### config.mk
export PLATFORM = sky130hd
export DESIGN_NAME = bullet_pool_flat
export DESIGN_NICKNAME = d
export VERILOG_FILES = /design/src/rtl/bullet_pool_pkg.sv /design/src/rtl/bullet_pool_if.sv /design/src/rtl/bullet_pool_free_slot_enc.sv /design/src/rtl/bullet_pool.sv /design/src/flat_wrapper.sv
export SDC_FILE = /design/constraint.sdc
export NUM_CORES = 1
export LEC_CHECK = 0
export CORE_MARGIN = 2
export CORE_UTILIZATION = 45
export CTS_CLUSTER_DIAMETER = 150
export DETAILED_ROUTE_END_ITERATION = 8
export DONT_BUFFER_PORTS = 1
export HOLD_SLACK_MARGIN = 0.15
export SLEW_MARGIN = 40
export SYNTH_ARGS = -nofsm -noshare
export SYNTH_HDL_FRONTEND = slang
export SYNTH_SLANG_ARGS = --single-unit
### constraint.sdc
create_clock -name clk -period 3.07 [get_ports clk]
set_clock_uncertainty 0.1 [all_clocks]
set_input_delay 0.4605 -clock clk [delete_from_list [all_inputs] [get_ports clk]]
set_output_delay 0.4605 -clock clk [all_outputs]
set_load 0.05 [all_outputs]
### src/rtl/bullet_pool_pkg.sv
// Shared types and constants for the bullet sprite pool.
package bullet_pool_pkg;

  localparam int COORD_W = 8;
  localparam int SIZE_W  = 8;
  localparam int COLOR_W = 3;

  localparam logic [COLOR_W-1:0] COL_WHITE = 3'd0;
  localparam logic [COLOR_W-1:0] COL_GREEN = 3'd1;
  localparam logic [COLOR_W-1:0] COL_BLUE  = 3'd2;

  // Default pool geometry and motion
  localparam int DEF_N_BULLETS = 8;
  localparam int DEF_W         = 16;
  localparam int DEF_H         = 16;
  localparam int DEF_SPEED     = 5;
  localparam int DEF_Y_LIMIT   = 200;
  localparam int DEF_Y_RESTART = 1;
  localparam bit DEF_WRAP      = 1'b1;

  typedef struct packed {
    logic               alive;
    logic [COLOR_W-1:0] color;
    logic [SIZE_W-1:0]  w;
    logic [SIZE_W-1:0]  h;
    logic [COORD_W-1:0] x;
    logic [COORD_W-1:0] y;
  } bullet_t;

endpackage

### src/rtl/bullet_pool_if.sv
// Spawn channel plus the renderer and collision read ports of the bullet pool.
interface bullet_pool_if #(parameter int IDX_W = 3);
  import bullet_pool_pkg::*;

  logic               spawn_valid;
  logic               spawn_ready;
  logic [COORD_W-1:0] spawn_x;
  logic [COORD_W-1:0] spawn_y;
  logic [SIZE_W-1:0]  spawn_w;
  logic [SIZE_W-1:0]  spawn_h;
  logic [COLOR_W-1:0] spawn_color;

  logic [IDX_W-1:0]   vga_idx;
  logic [COORD_W-1:0] vga_x;
  logic [COORD_W-1:0] vga_y;
  logic [SIZE_W-1:0]  vga_w;
  logic [SIZE_W-1:0]  vga_h;
  logic [COLOR_W-1:0] vga_color;
  logic               vga_alive;

  logic [IDX_W-1:0]   hit_idx;
  logic               hit_clear;
  logic [COORD_W-1:0] hit_x;
  logic [COORD_W-1:0] hit_y;
  logic [SIZE_W-1:0]  hit_w;
  logic [SIZE_W-1:0]  hit_h;
  logic [COLOR_W-1:0] hit_color;
  logic               hit_alive;

  modport master (
    output spawn_valid, spawn_x, spawn_y, spawn_w, spawn_h, spawn_color,
    output vga_idx, hit_idx, hit_clear,
    input  spawn_ready,
    input  vga_x, vga_y, vga_w, vga_h, vga_color, vga_alive,
    input  hit_x, hit_y, hit_w, hit_h, hit_color, hit_alive
  );

  modport slave (
    input  spawn_valid, spawn_x, spawn_y, spawn_w, spawn_h, spawn_color,
    input  vga_idx, hit_idx, hit_clear,
    output spawn_ready,
    output vga_x, vga_y, vga_w, vga_h, vga_color, vga_alive,
    output hit_x, hit_y, hit_w, hit_h, hit_color, hit_alive
  );

endinterface

### src/rtl/bullet_pool_free_slot_enc.sv
// Lowest-index free slot finder over the registered alive mask.
module bullet_pool_free_slot_enc #(
  parameter int N     = 8,
  parameter int IDX_W = $clog2(N)
) (
  input  logic [N-1:0]     alive,
  output logic [IDX_W-1:0] free_idx,
  output logic             any_free
);

  // Scan high to low so the lowest dead index wins
  always_comb begin
    free_idx = '0;
    for (int i = N - 1; i >= 0; i--) begin
      if (!alive[i]) free_idx = IDX_W'(i);
    end
  end

  assign any_free = ~&alive;

endmodule

### src/rtl/bullet_pool.sv
// Pool of moving bullet sprites: spawn handshake, per-tick motion, hit/flush retire.
module bullet_pool
  import bullet_pool_pkg::*;
#(
  parameter int N_BULLETS = DEF_N_BULLETS,
  parameter int IDX_W     = $clog2(N_BULLETS),
  parameter int SPEED     = DEF_SPEED,
  parameter int Y_LIMIT   = DEF_Y_LIMIT,
  parameter int Y_RESTART = DEF_Y_RESTART,
  parameter bit WRAP      = DEF_WRAP
) (
  input  logic             clk,
  input  logic             rst_n,
  input  logic             run,
  input  logic             tick,
  input  logic             flush,
  bullet_pool_if.slave     bus,
  output logic [IDX_W:0]   alive_count
);

  // One extra bit on the motion adder so an overflow counts as an edge hit
  localparam logic [COORD_W:0]   SPEED_W     = (COORD_W + 1)'(SPEED);
  localparam logic [COORD_W:0]   Y_LIMIT_W   = (COORD_W + 1)'(Y_LIMIT);
  localparam logic [COORD_W-1:0] Y_RESTART_W = COORD_W'(Y_RESTART);

  bullet_t [N_BULLETS-1:0] ent_q, ent_d;
  logic [IDX_W:0]          alive_count_q, alive_count_d;
  logic [N_BULLETS-1:0]    alive_vec;
  logic [IDX_W-1:0]        free_idx;
  logic                    any_free;
  logic                    spawn_fire;
  logic [COORD_W:0]        y_sum;

  // Gather the registered alive bits for the free finder and the popcount
  always_comb begin
    for (int i = 0; i < N_BULLETS; i++) alive_vec[i] = ent_q[i].alive;
  end

  bullet_pool_free_slot_enc #(.N(N_BULLETS), .IDX_W(IDX_W)) u_free (
    .alive    (alive_vec),
    .free_idx (free_idx),
    .any_free (any_free)
  );

  assign bus.spawn_ready = any_free;
  assign spawn_fire      = bus.spawn_valid & any_free & ~flush;

  // Per-slot next state: flush, then hit clear, then spawn write, then motion
  always_comb begin
    ent_d = ent_q;
    y_sum = '0;
    for (int i = 0; i < N_BULLETS; i++) begin
      if (flush) begin
        ent_d[i].alive = 1'b0;
      end else if (bus.hit_clear && bus.hit_idx == IDX_W'(i) && ent_q[i].alive) begin
        ent_d[i].alive = 1'b0;
      end else if (spawn_fire && free_idx == IDX_W'(i)) begin
        ent_d[i].alive = 1'b1;
        ent_d[i].color = bus.spawn_color;
        ent_d[i].w     = bus.spawn_w;
        ent_d[i].h     = bus.spawn_h;
        ent_d[i].x     = bus.spawn_x;
        ent_d[i].y     = bus.spawn_y;
      end else if (run && tick && ent_q[i].alive) begin
        y_sum = {1'b0, ent_q[i].y} + SPEED_W;
        if (({1'b0, ent_q[i].y} >= Y_LIMIT_W) || y_sum[COORD_W]) begin
          if (WRAP) ent_d[i].y = Y_RESTART_W;
          else      ent_d[i].alive = 1'b0;
        end else begin
          ent_d[i].y = y_sum[COORD_W-1:0];
        end
      end
    end
  end

  // Live count of the current entries, seen one cycle after the alive change
  always_comb begin
    alive_count_d = '0;
    for (int i = 0; i < N_BULLETS; i++) alive_count_d = alive_count_d + (IDX_W + 1)'(alive_vec[i]);
  end

  // Entry array and live count registers
  always_ff @(posedge clk or negedge rst_n) begin
    if (!rst_n) begin
      ent_q         <= '0;
      alive_count_q <= '0;
    end else begin
      ent_q         <= ent_d;
      alive_count_q <= alive_count_d;
    end
  end

  assign alive_count = alive_count_q;

  assign bus.vga_x     = ent_q[bus.vga_idx].x;
  assign bus.vga_y     = ent_q[bus.vga_idx].y;
  assign bus.vga_w     = ent_q[bus.vga_idx].w;
  assign bus.vga_h     = ent_q[bus.vga_idx].h;
  assign bus.vga_color = ent_q[bus.vga_idx].color;
  assign bus.vga_alive = ent_q[bus.vga_idx].alive;

  assign bus.hit_x     = ent_q[bus.hit_idx].x;
  assign bus.hit_y     = ent_q[bus.hit_idx].y;
  assign bus.hit_w     = ent_q[bus.hit_idx].w;
  assign bus.hit_h     = ent_q[bus.hit_idx].h;
  assign bus.hit_color = ent_q[bus.hit_idx].color;
  assign bus.hit_alive = ent_q[bus.hit_idx].alive;

endmodule

### src/flat_wrapper.sv
// flat-port wrapper written by rule: the top's interface ports become plain ports
module bullet_pool_flat import bullet_pool_pkg::*;
#(
  parameter int N_BULLETS = DEF_N_BULLETS,
  parameter int IDX_W     = $clog2(N_BULLETS),
  parameter int SPEED     = DEF_SPEED,
  parameter int Y_LIMIT   = DEF_Y_LIMIT,
  parameter int Y_RESTART = DEF_Y_RESTART,
  parameter bit WRAP      = DEF_WRAP
)
  (clk, rst_n, run, tick, flush, alive_count, bus_spawn_valid, bus_spawn_x, bus_spawn_y, bus_spawn_w, bus_spawn_h, bus_spawn_color, bus_vga_idx, bus_hit_idx, bus_hit_clear, bus_spawn_ready, bus_vga_x, bus_vga_y, bus_vga_w, bus_vga_h, bus_vga_color, bus_vga_alive, bus_hit_x, bus_hit_y, bus_hit_w, bus_hit_h, bus_hit_color, bus_hit_alive);
  bullet_pool_if #(.IDX_W(IDX_W)) bus_i ();
  input  logic clk;
  input  logic rst_n;
  input  logic run;
  input  logic tick;
  input  logic flush;
  output logic [IDX_W:0] alive_count;
  input wire logic [$bits(bus_i.spawn_valid)-1:0] bus_spawn_valid;
  input wire logic [$bits(bus_i.spawn_x)-1:0] bus_spawn_x;
  input wire logic [$bits(bus_i.spawn_y)-1:0] bus_spawn_y;
  input wire logic [$bits(bus_i.spawn_w)-1:0] bus_spawn_w;
  input wire logic [$bits(bus_i.spawn_h)-1:0] bus_spawn_h;
  input wire logic [$bits(bus_i.spawn_color)-1:0] bus_spawn_color;
  input wire logic [$bits(bus_i.vga_idx)-1:0] bus_vga_idx;
  input wire logic [$bits(bus_i.hit_idx)-1:0] bus_hit_idx;
  input wire logic [$bits(bus_i.hit_clear)-1:0] bus_hit_clear;
  output wire logic [$bits(bus_i.spawn_ready)-1:0] bus_spawn_ready;
  output wire logic [$bits(bus_i.vga_x)-1:0] bus_vga_x;
  output wire logic [$bits(bus_i.vga_y)-1:0] bus_vga_y;
  output wire logic [$bits(bus_i.vga_w)-1:0] bus_vga_w;
  output wire logic [$bits(bus_i.vga_h)-1:0] bus_vga_h;
  output wire logic [$bits(bus_i.vga_color)-1:0] bus_vga_color;
  output wire logic [$bits(bus_i.vga_alive)-1:0] bus_vga_alive;
  output wire logic [$bits(bus_i.hit_x)-1:0] bus_hit_x;
  output wire logic [$bits(bus_i.hit_y)-1:0] bus_hit_y;
  output wire logic [$bits(bus_i.hit_w)-1:0] bus_hit_w;
  output wire logic [$bits(bus_i.hit_h)-1:0] bus_hit_h;
  output wire logic [$bits(bus_i.hit_color)-1:0] bus_hit_color;
  output wire logic [$bits(bus_i.hit_alive)-1:0] bus_hit_alive;
  assign bus_i.spawn_valid = bus_spawn_valid;
  assign bus_i.spawn_x = bus_spawn_x;
  assign bus_i.spawn_y = bus_spawn_y;
  assign bus_i.spawn_w = bus_spawn_w;
  assign bus_i.spawn_h = bus_spawn_h;
  assign bus_i.spawn_color = bus_spawn_color;
  assign bus_i.vga_idx = bus_vga_idx;
  assign bus_i.hit_idx = bus_hit_idx;
  assign bus_i.hit_clear = bus_hit_clear;
  assign bus_spawn_ready = bus_i.spawn_ready;
  assign bus_vga_x = bus_i.vga_x;
  assign bus_vga_y = bus_i.vga_y;
  assign bus_vga_w = bus_i.vga_w;
  assign bus_vga_h = bus_i.vga_h;
  assign bus_vga_color = bus_i.vga_color;
  assign bus_vga_alive = bus_i.vga_alive;
  assign bus_hit_x = bus_i.hit_x;
  assign bus_hit_y = bus_i.hit_y;
  assign bus_hit_w = bus_i.hit_w;
  assign bus_hit_h = bus_i.hit_h;
  assign bus_hit_color = bus_i.hit_color;
  assign bus_hit_alive = bus_i.hit_alive;
  bullet_pool #(.N_BULLETS(N_BULLETS), .IDX_W(IDX_W), .SPEED(SPEED), .Y_LIMIT(Y_LIMIT), .Y_RESTART(Y_RESTART), .WRAP(WRAP)) u_core (.clk(clk), .rst_n(rst_n), .run(run), .tick(tick), .flush(flush), .bus(bus_i), .alive_count(alive_count));
endmodule
# After elaboration in Yosys (flattened, before gate mapping)
# Index checks and enable logic that the tools add are counted.
[op_classes]
n_bitwise = 11
addsub = 15
eq_ne = 14
n_reduce_logical = 77
order_cmp = 10
div_mod_pow = 0
mux = 60
mul = 0
shifts = 0
[ops]
columns = ["cell", "n"]
rows = [
  ["$bmux 36 s3", 2],
  ["$mux 8", 24],
  ["$add 8x3->9 const B", 8],
  ["$mux 36", 2],
  ["$ge 8x8->1 const B", 8],
  ["$reduce_and 3->1", 16],
  ["$logic_and 1x1->1", 33],
  ["$add 4x1->4", 6],
  ["$eq 3x3->1 const B", 8],
  ["$mux 1", 24],
  ["$mux 3", 8],
  ["$reduce_bool 3->1", 8],
  ["$reduce_bool 2->1", 8],
  ["$eq 3x2->1 const B", 4],
  ["$not 1->1", 9],
  ["$logic_or 1x1->1", 8],
  ["$lt 3x4->1 const B", 2],
  ["$reduce_and 8->1", 1],
  ["$eq 3x1->1 const B", 2],
  ["$logic_not 3->1", 2],
  ["$add 1x1->2", 1],
  ["$and 1x1->1", 2],
  ["$logic_not 1->1", 1],
]
[word_totals]
latch_bits = 0
romBits = 0
in_bits = 48
ram_bits = 0
reg_bits = 292
output_inout_bits = 77
word_cells = 236
n_memories = 0

# Logic depth before layout (Yosys ltp)
# Gate-level depths: netlist of the first run.
[depth]
word_depth = 13
depth_mapped = 9

# Modules after synthesis
# From an unflattened synthesis of the first run, not the netlist that was laid out.
[hier_totals]
cells_unflattened = 1312
hier_area_um2 = 18131.1
[modules_own_cells]
columns = ["mod", "area_each_um2", "cells_per_inst", "instances"]
rows = [
  ["bullet_pool", 18057.3, 1297, 1],
  ["bullet_pool_free_slot_enc", 73.8, 15, 1],
]

# Worst setup path after synthesis of the first run
# OpenSTA, ideal clock, no wires.
[synth_timing]
kind = "register to register"
start = "reg u_core.ent_q (netlist bit u_core.alive_vec[1])"
end = "reg u_core.alive_count_q[1], in the netlist u_core.alive_count[1]"
path_stages_with_launch = 10
setup_time_ps = 64
required_time_ps = 2906
arrival_time_ps = 2757
slack_ps = 149
cell_sequence = "dfrtp_1 -> ha_1 -> inv_1 -> fa_1 -> fa_1 -> inv_1 -> fa_1 -> inv_1 -> fa_1 -> inv_1"
[synth_via]
elab_chain_cells = 7
[synth_rtl]
columns = ["element", "line_no", "source"]
rows = [
  ["start: declaration", "bullet_pool.sv:26", "bullet_t [N_BULLETS-1:0] ent_q, ent_d;"],
  ["start signal: assignment", "bullet_pool.sv:88", "ent_q <= ent_d;"],
  ["$add 1x1->2", "bullet_pool.sv:79", "for (int i = 0; i < N_BULLETS; i++) alive_count_d = alive_count_d + (IDX_W + 1)'(alive_vec[i]);"],
  ["$add 4x1->4 (6 in series)", "bullet_pool.sv:79", ""],
  ["via u_core.alive_count_d[1]", "bullet_pool.sv:27", "logic [IDX_W:0] alive_count_q, alive_count_d;"],
  ["end signal: assignment", "bullet_pool.sv:89", "alive_count_q <= alive_count_d;"],
  ["end: declaration", "bullet_pool.sv:27", ""],
]
# The timed path passes the listed nets, and every way through them passes these cells.
# A chain may end at the register's enable or synchronous reset.

# Final worst setup path of the first run
[layout_timing]
start = "reg u_core.ent_q (netlist bit u_core.alive_vec[0])"
end = "reg u_core.alive_count_q[1], in the netlist u_core.alive_count[1]"
# Same word-level chain as after synthesis.

==> run_results.csv, run 1 <==
group,metric,value,unit
clocking,cts_max_level,2,
timing,fmax,0.341,GHz
layout,syn_to_final_growth,11.5,%
die,die_w,200,µm
clocking,cts_resized,0,
worst_setup_path,critPathRequiredTime,3.43,ns
clocking,worstSkewPairLatency,0.52,ns
clocking,clockBufferDepth,3,
clocking,cts_sinks,292,
routing,drt-met1-wl,20.4,mm
die,core-area,37700,µm²
synthesis,synth.avg_cell_area,11.8,µm²
worst_setup_path,crit_fanout,2,
die,start_util,0.458,
routing,wl,48.5,mm
timing,tns,0,ns
clocking,post-cts-setup-buffer-count,0,
power,swShare,0.273,
synthesis,seq_area_frac_synth,0.424,
synthesis,yosys_warnings,0,
synthesis,synthArstFlopShare,1.00,
layout,final_cell_mix,"292 x dfrtp_1, 281 x nand2_1, 184 x mux2_2",
synthesis,synth_edf_count,0,
layout,layout-drive-gt1-share,0.303,
power,power_frac_seq,0.435,
worst_setup_path,start_kind,"flop",
timing,hold_viol,292,
routing,drt_iter0_drc,883,
synthesis,synth_nets,1531,
routing,num_vias,12300,
routing,ant_nets,0,
global_route,grt_overflow,0,
global_route,grt_max_degree,293,
die,num_io_pins,125,
routing,dr_wl_met2,23.2,mm
worst_setup_path,crit_chain,"ha_1 > inv_1 > fa_1 > fa_1 > inv_1 > fa_1 > inv_1 > fa_1 > inv_1",
routing,vias_per_cell,6.16,
worst_setup_path,crit_slowest_cell,"fa_1",
timing,period_needed,2.93,ns
power,intPower,7.44,mW
synthesis,synth.cell_area,17300,µm²
synthesis,synth_largest_area_cell,"dfrtp_1",
synthesis,ys_types,64,
placed_design,portBuffers,0,
worst_setup_path,worst_setup_path_end_kind,"flop",
clocking,hold_buffers,37,
outcome,violations,"hold timing",
timing,maxSlewHeadroom,0.419,
timing,final-setup-viol-count,0,
routing,routedWlPerCell,24.3,µm
worst_hold_path,hold_class,"input port to asynchronous set/reset pin",
global_route,grt_pass1_vias,12300,
timing,whs,-0.464,ns
routing,first_pass_iters,5,
layout,nets,1528,
synthesis,synth_seq_cells,292,
placed_design,hpwl,28.7,mm
synthesis,syn_inst,1460,
clocking,clock-root-buffer,"clkbuf_16",
global_route,track_usage,0.248,
worst_setup_path,cp_slowest_stage_delay,0.55,ns
power,total_power,10.2,mW
clocking,cts_tree,"done",
worst_setup_path,critPathKind,"flop to flop",
die,die-area,39900,µm²
routing,drcViolationCount,0,
synthesis,synth_ff_type,"dfrtp_1",
placed_design,gp_congestion,0.890,
global_route,grt_pass1_wl,75.0,mm
timing,worstMarginPinSlew,0.872,ns
die,rows,71,
synthesis,yosys-top-cells-area,"dfrtp_1 42%, mux4_2 19%, mux2_2 12%, nand2_1 6.1%, mux2_4 2.1%",
routing,top_layer,"met4",
synthesis,synth_top_cell_area_share,0.424,
power,pwr-share-clk,0.416,
routing,met3_length,3.47,mm
power,pwr-share-comb,0.149,
timing,slew_violations,0,
clocking,numCtsBuffers,36,
run,drv_cap,0,
layout,mostFrequentLayoutCell,"dfrtp_1",
timing,rsz0062_at_grt,"no",
timing,fin_crit_sh,0.956,
power,leakage,8.75,nW
worst_setup_path,arrival,3.29,ns
outcome,status,"finished with violations",
clocking,cts.clk_slew.worst_paths,0.06,ns
power,powerDensity,532,nW/µm²
die,die_y,200,µm
power,switchingPower,2.80,mW
power,ir_worst_vdd,0.333,mV
global_route,antenna_found_initial,4,
[final cells by class]
cell class | count | area (µm²)
Clock buffer | 58 | 1130
Timing Repair Buffer | 59 | 598
Sequential cell | 292 | 7310
Fill cell | 3353 | 18400
Antenna cell | 4 | 10.0
Multi-Input combinational cell | 1027 | 9340
Inverter | 41 | 154
Tap cell | 511 | 639
Clock inverter | 7 | 71.3
[metal layers]
layer / vias to the layer above / track usage
met5: - / 0
met4: 0 / 0.0905
met3: 83 / 0.0442
met2: 465 / 0.397
met1: 6381 / 0.341
li1: 5380 / -
[registers in the layout, indices dropped and copies added (netlist names)]
signal,count
u_core.ent_q,280
u_core.alive_count,4
u_core.alive_vec,8
[through the flow]
| step | hold WS [ns] | setup WS, ns | area, µm² | util | cells |
|---|---|---|---|---|---|
| finish | -0.464 | 0.135 | 19200 | 0.511 | 1999 |
| global route | -0.476 | 0.00841 | 19200 | 0.511 | 1998 |
| CTS | -0.469 | 0.0958 | 19200 | 0.511 | 1995 |
| detailed placement | 0.0949 | 0.108 | 17700 | 0.469 | 1893 |
| global placement | 0.0944 | 0.132 | 17700 | 0.469 | 1893 |
| floorplan | 0.0649 | 0.149 | 17300 | - | 1460 |
[cell families (layout without fill, tap and decap cells)]
kind of cell	count (synthesis)	after routing	share of synthesized area
compound gates	204	204	0.0774
flops	292	292	0.424
other cells	0	4	0
mux	358	358	0.333
xor+xnor	1	1	0.000508
fa+ha+maj	23	23	0.0184
buf+inv	141	165	0.0375
simple gates	441	441	0.110
[critical path: cells and delay by family (launching register included)]
| kind | cells | cell delay, ns |
|---|---|---|
| buffers and inverters | 4 | 0.26 |
| flip-flops | 1 | 0.38 |
| adder cells (fa/ha/maj) | 5 | 2.12 |
[path summary, 6_finish.rpt]
path | start | endpoint | slack [ns] | cells past startpoint
min | rst_n | u_core.ent_q[38] | -0.46 | 0
max | u_core.alive_vec[0] | u_core.alive_count[1] | 0.14 | 9
max in group asynchronous | rst_n | u_core.ent_q[284] | 2.61 | 0
min reg2reg | u_core.ent_q[102] | u_core.ent_q[102] | 0.39 | 2
max reg2reg | u_core.alive_vec[0] | u_core.alive_count[1] | 0.14 | 9
min in group clk | flush | u_core.alive_vec[1] | 0.22 | 3
[power by group through the flow]
stage / registers [mW] / logic, mW / clock network (mW)
floorplan: 4.41 / 1.36 / 0
global placement: 4.48 / 1.40 / 0
detailed placement: 4.51 / 1.43 / 0
CTS: 4.44 / 1.53 / 4.35
global route: 4.50 / 1.63 / 4.52
finish: 4.45 / 1.53 / 4.26
[cell usage after synthesis, types with 3 or more instances]
library cell and count:
buf_2 37, nand2b_1 6, a21o_1 8, nand3_1 14
nor2_1 72, a221o_1 3, nor3_1 10, ha_1 19
o311a_1 5, a41oi_1 4, buf_6 7, a221oi_1 4
a21oi_1 42, nor2b_1 15, dfrtp_1 292, clkbuf_1 39
mux2_2 184, a31oi_1 20, o21ai_0 57, inv_1 41
fa_1 4, and3_1 8, o311ai_0 12, nand3b_1 13
nand2_1 282, mux4_2 144, o21a_1 4, o211ai_1 5
mux2_4 24, buf_1 12, or3_1 3, buf_4 5
or2_2 5, a22oi_1 10, mux2_1 4, o22ai_1 9
Power figures use the tool's default switching activity.
==> run 2: changes to the inputs <==
clock period = 3.6 ns   (was 3.07 ns; I/O delays follow)
==> run 2 against run 1 <==
Net effect: the run still ends with hold timing left; largest cell class unchanged; critical path depth is the same; register-to-register slack gained 0.40 ns; combinational power shrank 16%; global-route usage grew 0.43 points; first-iteration DRC count grew 6.1%; final cell count shrank 0.55%.
==> run_results.csv, run 2 (synthesis gave the netlist of run 1 again) <==
group,metric,value,unit
routing,wl,48.8,mm
layout,syn_to_final_growth,10.9,%
clocking,post-cts-setup-buffer-count,0,
worst_setup_path,critPathRequiredTime,3.99,ns
clocking,cts_resized,0,
worst_setup_path,critPathKind,"flop to flop",
routing,drt_iter0_drc,937,
die,die_y,200,µm
clocking,cts_max_level,2,
worst_setup_path,critical-path-top-delay-family,"adder cells",
layout,mostFrequentLayoutCell,"dfrtp_1",
clocking,numCtsBuffers,36,
global_route,grt_pass1_vias,12300,
global_route,grt_overflow,0,
timing,whs,-0.383,ns
worst_setup_path,start_kind,"flop",
worst_hold_path,hold_class,"input port to asynchronous set/reset pin",
clocking,cts_sinks,292,
timing,tns,0,ns
power,ir_worst_vdd,0.362,mV
timing,rsz0062_at_grt,"no",
run,drv_cap,0,
power,total_power,8.71,mW
worst_setup_path,arrival,3.46,ns
global_route,gr-usage-met1,0.339,
worst_setup_path,crit_fanout,8,
layout,final_cell_mix,"292 x dfrtp_1, 281 x nand2_1, 184 x mux2_2",
timing,fin_crit_sh,0.852,
worst_setup_path,cp_slowest_stage_delay,0.55,ns
timing,period_needed,3.07,ns
timing,hold_viol,292,
routing,vias_per_cell,6.12,
global_route,antenna_found_initial,4,
worst_setup_path,crit_slowest_cell,"fa_1",
timing,worstMarginPinSlew,1.24,ns
worst_setup_path,cp_num_buf_inv,4,
layout,largest_reg_flops,280,
die,core-area,37700,µm²
global_route,grt_max_degree,293,
layout,regMostFlops,"u_core.ent_q",
routing,first_pass_iters,5,
timing,fmax,0.326,GHz
placed_design,hpwl,27.7,mm
global_route,track_usage,0.252,
routing,ant_nets,0,
timing,final-setup-viol-count,0,
placed_design,portBuffers,0,
timing,slew_violations,0,
clocking,clockBufferDepth,3,
outcome,status,"finished with violations",
clocking,hold_buffers,37,
worst_setup_path,worst_setup_path_end_kind,"flop",
clocking,cts.clk_slew.worst_paths,0.06,ns
global_route,grt_pass1_wl,75.5,mm
global_route,grtUsageMet2,0.404,
placed_design,gp_congestion,0.868,
worst_setup_path,r2r-start,"u_core.alive_vec[1]",
routing,num_vias,12200,
die,start_util,0.458,
routing,routedWlPerCell,24.5,µm
die,die_w,200,µm
routing,drcViolationCount,0,
worst_setup_path,startpoint,"u_core.alive_vec[1]",
power,leakage,8.69,nW
die,num_io_pins,125,
global_route,met3_usage,0.0517,
clocking,cts_tree,"done",
layout,nFillCells,3304,
clocking,worstSkewPairLatency,0.56,ns
global_route,top_usage_layer,"met2",
timing,maxSlewHeadroom,0.171,
worst_setup_path,rrSetupSlack,0.53,ns
layout,nets,1520,
outcome,violations,"hold timing",
clocking,clock-root-buffer,"clkbuf_16",
die,die-area,39900,µm²
worst_setup_path,crit_chain,"ha_1 > inv_1 > fa_1 > fa_1 > inv_1 > fa_1 > inv_1 > fa_1 > inv_1",
die,rows,71,
power,powerDensity,455,nW/µm²
layout,layout-drive-gt1-share,0.301,
[run 2: area by class of cell]
cell class              count  area, µm²  share of cell area
multi-input cells        1027       9340               0.488
flip-flops and latches    292       7310               0.382
clock buffers              45        965              0.0504
well taps                 511        639              0.0334
repair buffers             51        513              0.0268
clock inverters            17        198              0.0103
inverters                  41        154             0.00805
diodes                      4       10.0            0.000523
[run 2: power breakdown]
group | internal, mW | total [mW] | switching [mW]
logic | 0.592 | 1.28 | 0.691
clock network | 2.13 | 3.62 | 1.49
registers | 3.54 | 3.80 | 0.264
total | 6.26 | 8.71 | 2.44
[run 2: stage by stage]
stage / utilization / setup slack, ns / instances / area [µm²]
2_1_floorplan: - / 0.679 / 1460 / 17300
3_3_place_gp: 0.467 / 0.577 / 1885 / 17600
3_5_place_dp: 0.467 / 0.543 / 1885 / 17600
4_1_cts: 0.507 / 0.531 / 1984 / 19100
5_1_grt: 0.508 / 0.433 / 1988 / 19100
6_report: 0.508 / 0.532 / 1988 / 19100
[run 2: layer usage]
layer  part of all wire  routed length [µm]  vias up
li1                   -                   -     5357
met1               0.42               20500     6290
met2               0.48               23300      421
met3              0.066                3230       92
met4              0.035                1720        0
met5                  0                   0        -
[run 2: path summary, 6_finish.rpt]
path	endpoint	cells past startpoint
worst max-delay path	u_core.alive_count[1]	9
worst min-delay path	u_core.ent_q[0]	0
worst max register to register	u_core.alive_count[1]	9
worst min register to register	u_core.ent_q[138]	2
max in group asynchronous	u_core.ent_q[249]	0
min in group clk	u_core.ent_q[216]	2
==> run 3: changes to the inputs <==
CELL_PAD_IN_SITES_DETAIL_PLACEMENT = 1   (was unset)
CELL_PAD_IN_SITES_GLOBAL_PLACEMENT = 2   (was unset)
PLACE_DENSITY_LB_ADDON = 0.1   (was unset)
==> run 3 against run 2 <==
Net effect: the run still ends with hold timing left; count of clock-buffer cells in the layout unchanged; via count increased by 1.3%; worst setup slack got worse by 0.0097 ns; sequential share of layout area decreased by 0.20 points; final cell count about the same; routed wire length increased by 8.9%; critical path type unchanged; critical endpoint unchanged.
==> run_results.csv, run 3 (synthesis gave the netlist of run 1 again) <==
group,metric,value,unit
layout,regMostFlops,"u_core.ent_q",
timing,maxSlewHeadroom,0.338,
clocking,cts_tree,"done",
layout,final_cell_mix,"292 x dfrtp_1, 281 x nand2_1, 184 x mux2_2",
routing,routedWlPerCell,26.7,µm
layout,num_antenna_cells,0,
layout,nets,1523,
power,swShare,0.280,
clocking,cts_max_level,2,
timing,slew_violations,0,
global_route,grt_overflow,0,
power,ir_worst_vdd,0.354,mV
timing,fmax,0.325,GHz
timing,hold_viol,292,
outcome,violations,"hold timing",
power,pwr-share-comb,0.146,
global_route,grt_pass1_wl,81.2,mm
run,drv_cap,0,
timing,tns,0,ns
layout,fin_cells,1987,
global_route,antenna_found_initial,1,
power,powerDensity,469,nW/µm²
die,num_io_pins,125,
placed_design,dp_slack,0.518,ns
routing,num_vias,12300,
power,switchingPower,2.52,mW
routing,vias_per_cell,6.20,
timing,final-setup-viol-count,0,
clocking,clockBufferDepth,3,
routing,ant_nets,0,
worst_setup_path,crit_fanout,8,
timing,worstMarginPinSlew,0.993,ns
worst_setup_path,critPathRequiredTime,3.98,ns
clocking,numCtsBuffers,36,
worst_setup_path,worst_setup_path_end_kind,"flop",
routing,drcViolationCount,0,
worst_setup_path,start_kind,"flop",
layout,syn_to_final_growth,11.4,%
clocking,cts.clk_slew.worst_paths,0.05,ns
outcome,status,"finished with violations",
die,rows,71,
placed_design,dp_cells,1888,
clocking,hold_buffers,37,
power,intPower,6.50,mW
die,die-area,39900,µm²
layout,layout-drive-gt1-share,0.304,
clocking,clock-root-buffer,"clkbuf_16",
worst_setup_path,arrival,3.46,ns
layout,fin_util,0.510,
die,start_util,0.458,
power,power_frac_seq,0.423,
worst_hold_path,hold_class,"input port to asynchronous set/reset pin",
clocking,worstSkewPairLatency,0.56,ns
timing,whs,-0.400,ns
layout,largest_reg_flops,280,
global_route,grt_max_degree,293,
power,leakage,8.74,nW
timing,period_needed,3.08,ns
timing,fin_crit_sh,0.855,
routing,drt_iter0_drc,717,
clocking,cts_resized,0,
clocking,post-cts-setup-buffer-count,0,
worst_setup_path,critPathKind,"flop to flop",
routing,wl,53.1,mm
placed_design,hpwl,30.8,mm
die,die_y,200,µm
placed_design,portBuffers,0,
routing,first_pass_iters,4,
global_route,track_usage,0.274,
layout,mostFrequentLayoutCell,"dfrtp_1",
placed_design,gp_congestion,0.819,
die,core-area,37700,µm²
power,pwr-share-clk,0.431,
timing,setup_slack,0.522,ns
die,die_w,200,µm
timing,rsz0062_at_grt,"no",
global_route,grt_pass1_vias,13000,
clocking,cts_sinks,292,
-- run 3: final cells by class --
class                   instances  area [µm²]
fillers                      3897       18400
repair buffers                 54         539
well taps                     511         639
clock buffers                  45         975
clock inverters                17         270
multi-input cells            1027        9340
flip-flops and latches        292        7310
inverters                      41         154
-- run 3: final timing paths --
kind                                startpoint                    end  slack (ns)  depth (start not counted)
max in group asynchronous                rst_n       u_core.ent_q[26]        2.99                          0
min in group clk                bus_spawn_y[0]      u_core.ent_q[216]        0.18                          2
max                        u_core.alive_vec[1]  u_core.alive_count[1]        0.52                          9
max reg2reg                u_core.alive_vec[1]  u_core.alive_count[1]        0.52                          9
min reg2reg                  u_core.ent_q[100]      u_core.ent_q[100]        0.39                          2
min                                      rst_n  u_core.alive_count[1]       -0.40                          0
-- run 3: power groups by stage --
stage	clock network [mW]	registers [mW]	logic [mW]
floorplan	0	3.76	1.16
global placement	0	3.84	1.20
detailed placement	0	3.86	1.23
CTS	3.98	3.81	1.32
global route	4.10	3.86	1.41
finish	3.89	3.82	1.31
-- run 3: per-stage QoR --
step                area [µm²]  power [mW]  hold WS, ns
finish                   19200        9.02       -0.400
global route             19200        9.36       -0.427
CTS                      19200        9.11       -0.430
detailed placement       17600        5.09        0.156
global placement         17600        5.04        0.159
floorplan                17300        4.92        0.144
-- run 3: metal layers --
metal | share of wire | GRT usage | wire, µm | vias to the layer above
met5 | 0 | 0 | 0 | -
met1 | 0.45 | 0.388 | 23900 | 6655
met4 | 0.025 | 0.0818 | 1330 | 0
li1 | - | - | - | 5341
met2 | 0.48 | 0.440 | 25500 | 253
met3 | 0.046 | 0.0433 | 2440 | 75
-- run 3: critical path: stages, from the launching register on --
cell and delay [ns]:
dfrtp_1 0.47, ha_1 0.31, inv_1 0.05, fa_1 0.51, fa_1 0.54, inv_1 0.05, fa_1 0.43, inv_1 0.09
fa_1 0.41, inv_1 0.06
